File: config.mk
export PLATFORM = sky130hd
export DESIGN_NAME = ahb_timer_seq
export DESIGN_NICKNAME = d
export VERILOG_FILES = /design/src/rtl/ahb_timer_pkg.sv /design/src/rtl/ahb_single_wr.sv /design/src/rtl/ahb_timer_seq.sv
export SDC_FILE = /design/constraint.sdc
export NUM_CORES = 1
export LEC_CHECK = 0
export ABC_AREA = 1
export CORE_MARGIN = 2
export CORE_UTILIZATION = 48
export CTS_CLUSTER_SIZE = 10
export DETAILED_ROUTE_END_ITERATION = 10
export PLACE_DENSITY = 0.9
export SYNTH_ARGS = -nofsm -noshare
export SYNTH_HDL_FRONTEND = slang
export SYNTH_HIERARCHICAL = 1
export SYNTH_SLANG_ARGS = --single-unit
File: constraint.sdc
create_clock -name hclk -period 2.6 [get_ports hclk]
set_clock_uncertainty 0.05 [all_clocks]
set_input_delay 0.52 -clock hclk [delete_from_list [all_inputs] [get_ports hclk]]
set_output_delay 0.52 -clock hclk [all_outputs]
set_load 0.02 [all_outputs]
File: src/rtl/ahb_timer_pkg.sv
// Shared encodings for the ahb_timer peripheral and its AHB-Lite sequencer:
// bus encodings, timer register map, CTRL bits, command ops and FSM states.
package ahb_timer_pkg;

    localparam logic [1:0] HTRANS_IDLE   = 2'b00;
    localparam logic [1:0] HTRANS_NONSEQ = 2'b10;
    localparam logic [2:0] HBURST_SINGLE = 3'b000;
    localparam logic [2:0] HSIZE_WORD    = 3'b010;

    localparam logic [7:0] REG_CTRL_OFS  = 8'h0;
    localparam logic [7:0] REG_COUNT_OFS = 8'h4;
    localparam logic [7:0] REG_VALUE_OFS = 8'h8;

    localparam int CTRL_EN_BIT   = 0;
    localparam int CTRL_IE_BIT   = 1;
    localparam int CTRL_PEND_BIT = 2;

    // PEND is write-1-to-clear, so both constants also acknowledge a pending expiry.
    localparam logic [31:0] CTRL_ARM    = (32'h1 << CTRL_EN_BIT) | (32'h1 << CTRL_IE_BIT)
                                        | (32'h1 << CTRL_PEND_BIT);
    localparam logic [31:0] CTRL_DISARM = (32'h1 << CTRL_PEND_BIT);

    typedef enum logic [1:0] {
        OP_START_ONESHOT  = 2'b00,
        OP_START_PERIODIC = 2'b01,
        OP_STOP           = 2'b10,
        OP_RESERVED       = 2'b11
    } cmd_op_e;

    typedef enum logic [1:0] {
        SEQ_IDLE,
        SEQ_BUSY,
        SEQ_ARMED
    } seq_state_e;

    typedef enum logic [1:0] {
        WR_IDLE,
        WR_ADDR,
        WR_DATA,
        WR_GAP
    } wr_state_e;

    function automatic logic is_start_op(input cmd_op_e op);
        return (op == OP_START_ONESHOT) || (op == OP_START_PERIODIC);
    endfunction

endpackage

File: src/rtl/ahb_single_wr.sv
// One AHB-Lite single write: address phase, data phase, then a mandatory idle gap.
// done_o is high during the gap so the caller can chain the next write back-to-back.
module ahb_single_wr
    import ahb_timer_pkg::*;
#(
    parameter int AWIDTH = 32,
    parameter int DWIDTH = 32
) (
    input  logic              hclk,
    input  logic              hreset,
    input  logic              start_i,
    input  logic [AWIDTH-1:0] addr_i,
    input  logic [DWIDTH-1:0] data_i,
    input  logic              hready_i,
    input  logic              hresp_i,
    output logic [AWIDTH-1:0] haddr_o,
    output logic [1:0]        htrans_o,
    output logic              hwrite_o,
    output logic [DWIDTH-1:0] hwdata_o,
    output logic              busy_o,
    output logic              done_o,
    output logic              err_o
);

    wr_state_e         state_q, state_d;
    logic [AWIDTH-1:0] addr_q, addr_d;
    logic [DWIDTH-1:0] data_q, data_d;

    always_ff @(posedge hclk) begin
        if (hreset) begin
            state_q <= WR_IDLE;
            addr_q  <= '0;
            data_q  <= '0;
        end else begin
            state_q <= state_d;
            addr_q  <= addr_d;
            data_q  <= data_d;
        end
    end

    always_comb begin
        state_d = state_q;
        addr_d  = addr_q;
        data_d  = data_q;
        done_o  = 1'b0;
        err_o   = 1'b0;
        case (state_q)
            WR_IDLE: begin
                if (start_i) begin
                    state_d = WR_ADDR;
                    addr_d  = addr_i;
                    data_d  = data_i;
                end
            end
            WR_ADDR: begin
                if (hready_i) state_d = WR_DATA;
            end
            WR_DATA: begin
                // An error response skips the gap; the caller abandons the sequence.
                if (hready_i) begin
                    if (hresp_i) begin
                        err_o   = 1'b1;
                        state_d = WR_IDLE;
                    end else begin
                        state_d = WR_GAP;
                    end
                end
            end
            WR_GAP: begin
                done_o = 1'b1;
                if (start_i) begin
                    state_d = WR_ADDR;
                    addr_d  = addr_i;
                    data_d  = data_i;
                end else begin
                    state_d = WR_IDLE;
                end
            end
            default: state_d = WR_IDLE;
        endcase
    end

    assign haddr_o  = (state_q == WR_ADDR) ? addr_q : '0;
    assign htrans_o = (state_q == WR_ADDR) ? HTRANS_NONSEQ : HTRANS_IDLE;
    assign hwrite_o = (state_q == WR_ADDR);
    assign hwdata_o = (state_q == WR_DATA) ? data_q : '0;
    assign busy_o   = (state_q != WR_IDLE);

endmodule

File: src/rtl/ahb_timer_seq.sv
// AHB-Lite master that programs the ahb_timer for one client: START/STOP commands
// become register writes, and each timer expiry is acknowledged and reported as a tick.
module ahb_timer_seq
    import ahb_timer_pkg::*;
#(
    parameter int                AWIDTH     = 32,
    parameter int                DWIDTH     = 32,
    parameter logic [AWIDTH-1:0] TIMER_BASE = 32'h4000_0000
) (
    input  logic              hclk,
    input  logic              hreset,
    input  logic              cmd_valid_i,
    output logic              cmd_ready_o,
    input  logic [1:0]        cmd_op_i,
    input  logic [DWIDTH-1:0] cmd_period_i,
    input  logic              timer_irq_i,
    output logic [AWIDTH-1:0] haddr_o,
    output logic [1:0]        htrans_o,
    output logic              hwrite_o,
    output logic [2:0]        hsize_o,
    output logic [2:0]        hburst_o,
    output logic [DWIDTH-1:0] hwdata_o,
    input  logic              hready_i,
    input  logic              hresp_i,
    output logic              tick_o,
    output logic              armed_o,
    output logic              busy_o,
    output logic              err_o
);

    localparam logic [AWIDTH-1:0] CTRL_ADDR  = TIMER_BASE + AWIDTH'(REG_CTRL_OFS);
    localparam logic [AWIDTH-1:0] VALUE_ADDR = TIMER_BASE + AWIDTH'(REG_VALUE_OFS);
    localparam logic [DWIDTH-1:0] ARM_DATA   = DWIDTH'(CTRL_ARM);
    localparam logic [DWIDTH-1:0] STOP_DATA  = DWIDTH'(CTRL_DISARM);

    seq_state_e        state_q, state_d;
    logic              more_q, more_d;
    logic [DWIDTH-1:0] next_data_q, next_data_d;
    logic              end_armed_q, end_armed_d;
    logic              periodic_q, periodic_d;
    logic              err_q, err_d;
    logic              tick_q, tick_d;

    logic              wr_start;
    logic [AWIDTH-1:0] wr_addr;
    logic [DWIDTH-1:0] wr_data;
    logic              wr_busy, wr_done, wr_err;

    cmd_op_e           op;
    logic              cmd_accept;
    logic              irq_take;
    logic [DWIDTH-1:0] period_fixed;

    assign op           = cmd_op_e'(cmd_op_i);
    assign period_fixed = (cmd_period_i == '0) ? DWIDTH'(1) : cmd_period_i;
    assign cmd_ready_o  = !hreset && ((state_q == SEQ_IDLE) ||
                                      ((state_q == SEQ_ARMED) && !timer_irq_i));
    assign cmd_accept   = cmd_valid_i && cmd_ready_o;
    assign irq_take     = (state_q == SEQ_ARMED) && timer_irq_i;

    always_ff @(posedge hclk) begin
        if (hreset) begin
            state_q     <= SEQ_IDLE;
            more_q      <= 1'b0;
            next_data_q <= '0;
            end_armed_q <= 1'b0;
            periodic_q  <= 1'b0;
            err_q       <= 1'b0;
            tick_q      <= 1'b0;
        end else begin
            state_q     <= state_d;
            more_q      <= more_d;
            next_data_q <= next_data_d;
            end_armed_q <= end_armed_d;
            periodic_q  <= periodic_d;
            err_q       <= err_d;
            tick_q      <= tick_d;
        end
    end

    // The write list: the first write goes straight to the writer, the second (always
    // CTRL) waits in next_data_q and is launched from the writer's gap cycle.
    always_comb begin
        state_d     = state_q;
        more_d      = more_q;
        next_data_d = next_data_q;
        end_armed_d = end_armed_q;
        periodic_d  = periodic_q;
        err_d       = err_q;
        tick_d      = 1'b0;
        wr_start    = 1'b0;
        wr_addr     = '0;
        wr_data     = '0;
        case (state_q)
            SEQ_IDLE, SEQ_ARMED: begin
                if (irq_take) begin
                    tick_d      = 1'b1;
                    wr_start    = 1'b1;
                    wr_addr     = CTRL_ADDR;
                    wr_data     = periodic_q ? ARM_DATA : STOP_DATA;
                    more_d      = 1'b0;
                    end_armed_d = periodic_q;
                    state_d     = SEQ_BUSY;
                end else if (cmd_accept) begin
                    err_d    = 1'b0;
                    wr_start = 1'b1;
                    state_d  = SEQ_BUSY;
                    if (is_start_op(op)) begin
                        wr_addr     = VALUE_ADDR;
                        wr_data     = period_fixed;
                        more_d      = 1'b1;
                        next_data_d = ARM_DATA;
                        end_armed_d = 1'b1;
                        periodic_d  = (op == OP_START_PERIODIC);
                    end else begin
                        wr_addr     = CTRL_ADDR;
                        wr_data     = STOP_DATA;
                        more_d      = 1'b0;
                        end_armed_d = 1'b0;
                    end
                end
            end
            SEQ_BUSY: begin
                if (wr_err) begin
                    err_d   = 1'b1;
                    more_d  = 1'b0;
                    state_d = SEQ_IDLE;
                end else if (wr_done) begin
                    if (more_q) begin
                        wr_start = 1'b1;
                        wr_addr  = CTRL_ADDR;
                        wr_data  = next_data_q;
                        more_d   = 1'b0;
                    end else begin
                        state_d = end_armed_q ? SEQ_ARMED : SEQ_IDLE;
                    end
                end
            end
            default: state_d = SEQ_IDLE;
        endcase
    end

    ahb_single_wr #(
        .AWIDTH (AWIDTH),
        .DWIDTH (DWIDTH)
    ) u_wr (
        .hclk     (hclk),
        .hreset   (hreset),
        .start_i  (wr_start),
        .addr_i   (wr_addr),
        .data_i   (wr_data),
        .hready_i (hready_i),
        .hresp_i  (hresp_i),
        .haddr_o  (haddr_o),
        .htrans_o (htrans_o),
        .hwrite_o (hwrite_o),
        .hwdata_o (hwdata_o),
        .busy_o   (wr_busy),
        .done_o   (wr_done),
        .err_o    (wr_err)
    );

    assign hsize_o  = HSIZE_WORD;
    assign hburst_o = HBURST_SINGLE;
    assign tick_o   = tick_q;
    assign armed_o  = (state_q == SEQ_ARMED);
    assign busy_o   = wr_busy;
    assign err_o    = err_q;

endmodule

==> run_results.csv <==
group,metric,value,unit
run_status,status,"finished clean",
timing,fin_crit,2.52,ns
pwr,power.switching,1590,uW
timing,setup_viol,0,
detailed_routing,via_count,3957,
timing,fin_crit_sh,97.1,%
clock_tree,root_buffer,"clkbuf_8",
detailed_routing,ant_nets,0,
global_route,grt_max_degree,67,
setup_path,worstPathMaxFanout,35,
timing,max_freq,396,MHz
pwr,p_leak,0.00322,uW
setup_path,reg2reg_from,"u_wr/state_q[0]$_SDFFE_PP0P_",
worst_hold_path,whs_endpoint,"err_o$_SDFFE_PP0P_",
timing,fin_tns_setup,0,ns
final_layout,drive_gt1_share,5.60,%
synth,async_flop_share,0,%
timing,finalHoldViolCount,0,
synth,synth_edf_count,0,
placed_design,place.gp.congestion,0.887,
detailed_routing,drc,0,
synth,ys_types,27,
setup_path,start_kind,"flop",
synth,syn-cell-area,0.00388,mm^2
timing,finalMaxSlewViolations,0,
pwr,p_seq_share,38.5,%
synth,ys_ff_latch,74,
pwr,p_comb_share,40.3,%
pwr,pwr-share-clk,21.2,%
floorplanning,die_x,94.0,um
clock_tree,path_clk_slew,0.08,ns
pwr,p_per_area,777,mW/mm^2
placed_design,portBuffers,110,
setup_path,regToRegSetupSlack,0.26,ns
clock_tree,post_cts_buffers,0,
global_route,grt_pass1_wl,16000,um
setup_path,required,2.03,ns
worst_hold_path,whs_path_depth,2,
final_layout,final_util,68.3,%
floorplanning,fp.coreArea,0.00777,mm^2
setup_path,r2r_end,"u_wr/data_q[31]$_SDFFE_PP0P_",
global_route,grt_usage,22.4,%
pwr,p_int,2530,uW
clock_tree,cts-hold-fix-buffers,0,
setup_path,cp-end-kind,"primary output",
clock_tree,cts_tree,"built",
synth,yosys_warnings,6,
synth,synthCells,619,
pwr,max-vdd-ir-drop,431,uV
setup_path,worstPathArrival,1.95,ns
synth,ys.flop_type,"dfxtp_1",
worst_hold_path,hp-class,"flop to flop",
setup_path,reg2regPathDepth,13,
worst_hold_path,min_from,"err_o$_SDFFE_PP0P_",
pwr,swShare,38.6,%
detailed_routing,drt_wl_total,9670,um
clock_tree,numClockSinks,74,
floorplanning,fp.dieArea,0.00883,mm^2
floorplanning,io_pins,118,
global_route,grt_pass1_vias,3670,
final_layout,final_common_cell,"nor2_1",
synth,avgSynthCellArea,6.27,um^2
timing,rsz0062_at_grt,"false",
final_layout,final_nets,791,
detailed_routing,avgRoutedWirePerCell,11.4,um
run,max_cap_violations,0,
clock_tree,cts_buffer_depth,2,
clock_tree,clk_latency,0.34,ns
floorplanning,die_h,94.0,um
global_route,antenna_found_initial,0,
final_layout,area_growth,36.6,%
detailed_routing,viasPerCell,4.64,
final_layout,diodes,0,
setup_path,crit_type,"flop to primary output",
detailed_routing,dr.pass1.iters,4,
final_layout,most-common-layout-cells,"185 x nor2_1, 131 x nand2_1, 77 x inv_1, 74 x dfxtp_1, 65 x o21ai_1",
floorplanning,rows,32,
detailed_routing,drt-initial-drc-count,203,
floorplanning,start_util,50.0,%
clock_tree,numCtsBuffers,9,
placed_design,hpwl,7020,um
global_route,grt_overflow,0,
synth,seq_area_frac_synth,38.1,%
clock_tree,h-tree-depth,3,
-- worst max-delay path, stage by stage (launching register included) --
cell             delay, ns
dfxtp_1               0.35
inv_2                 0.12
ha_1                  0.21
buf_12                0.19
nand2_1               0.09
inv_1                 0.05
clkdlybuf4s50_1       0.59
-- metrics by stage --
stage	setup slack (ns)	hold slack (ns)	instance area, um^2	total power (uW)	cells
6_report	0.0764	0.414	5310	4130	852
5_1_grt	0.00114	0.443	5310	4380	852
4_1_cts	0.0538	0.423	5280	4150	852
3_5_place_dp	0.0487	0.413	5140	3310	836
3_3_place_gp	0.106	0.401	5140	3230	836
2_1_floorplan	0.617	0.391	4010	2730	653
-- power by group through the flow --
stage,combinational [uW],sequential [uW],clock [uW]
floorplan,1170,1560,0
global placement,1640,1590,0
detailed placement,1710,1600,0
CTS,1670,1590,891
global route,1840,1620,928
finish,1660,1590,873
-- layout make-up --
type / count / area [um^2]
Clock buffer: 11 / 141
Clock inverter: 5 / 53.8
Fill cell: 665 / 2460
Inverter: 83 / 312
Multi-Input combinational cell: 453 / 1930
Sequential cell: 74 / 1480
Tap cell: 102 / 128
Timing Repair Buffer: 124 / 1260
-- what timing repair did --
| item | 4_1_cts | 5_1_grt |
|---|---|---|
| pin swaps | 0 | 0 |
| endpoints found under the setup margin | 58 | 54 |
| endpoints found under the hold margin | 0 | 0 |
| resized for setup | 41 | 11 |
-- per-layer routing --
layer / wire (um) / GRT usage, % / vias up
met2: 4930 / 40.2 / 121
met4: 134 / 8.82 / 0
met3: 529 / 2.81 / 14
met5: 0 / 0 / -
met1: 4080 / 27.0 / 1759
li1: - / - / 2063
-- synth_stat cells, types with 2 or more instances --
cell type | number | share of area, %
nor2_1 | 185 | 18
nand2_1 | 131 | 13
inv_1 | 78 | 7.5
dfxtp_1 | 74 | 38
o21ai_1 | 64 | 8.2
buf_2 | 19 | 2.4
buf_6 | 9 | 2.6
buf_4 | 8 | 1.5
o21ai_0 | 8 | 1.0
clkbuf_1 | 6 | 0.58
ha_1 | 6 | 1.9
inv_2 | 5 | 0.48
nand3_1 | 5 | 0.64
a21oi_1 | 3 | 0.39
conb_1 | 3 | 0.29
nor2_4 | 3 | 0.87
nand4_1 | 2 | 0.32
-- logic make-up (layout without fill, tap and decap cells) --
family	Yosys count	count (layout)	share of synthesized area, %
buffers and inverters	126	223	15.3
other	3	37	0.290
flip-flops	74	74	38.1
AND/OR/NAND/NOR	332	332	34.1
adder cells (fa/ha/maj)	6	6	1.93
AO/OA/AOI/OAI	78	78	10.2
-- flip-flops by register name (all words and copies together), names as in the netlist, 2 cells and up --
signal / count
u_wr/data_q: 32
u_wr/addr_q: 32
state_q: 2
u_wr/state_q: 2
-- worst max-delay path by stage --
stage	from	end	depth (start not counted)
after floorplan	u_wr/state_q[0]$_SDFFE_PP0P_	u_wr/addr_q[30]$_SDFFE_PP0P_	13
after global placement	hready_i	u_wr/data_q[31]$_SDFFE_PP0P_	12
after detailed placement	hresp_i	u_wr/addr_q[5]$_SDFFE_PP0P_	12
after CTS	u_wr/state_q[1]$_SDFFE_PP0P_	haddr_o[25]	6
after global routing	u_wr/state_q[1]$_SDFFE_PP0P_	haddr_o[19]	6
final	u_wr/state_q[1]$_SDFFE_PP0P_	haddr_o[17]	6
No activity file was read; power rests on OpenSTA's default activity.
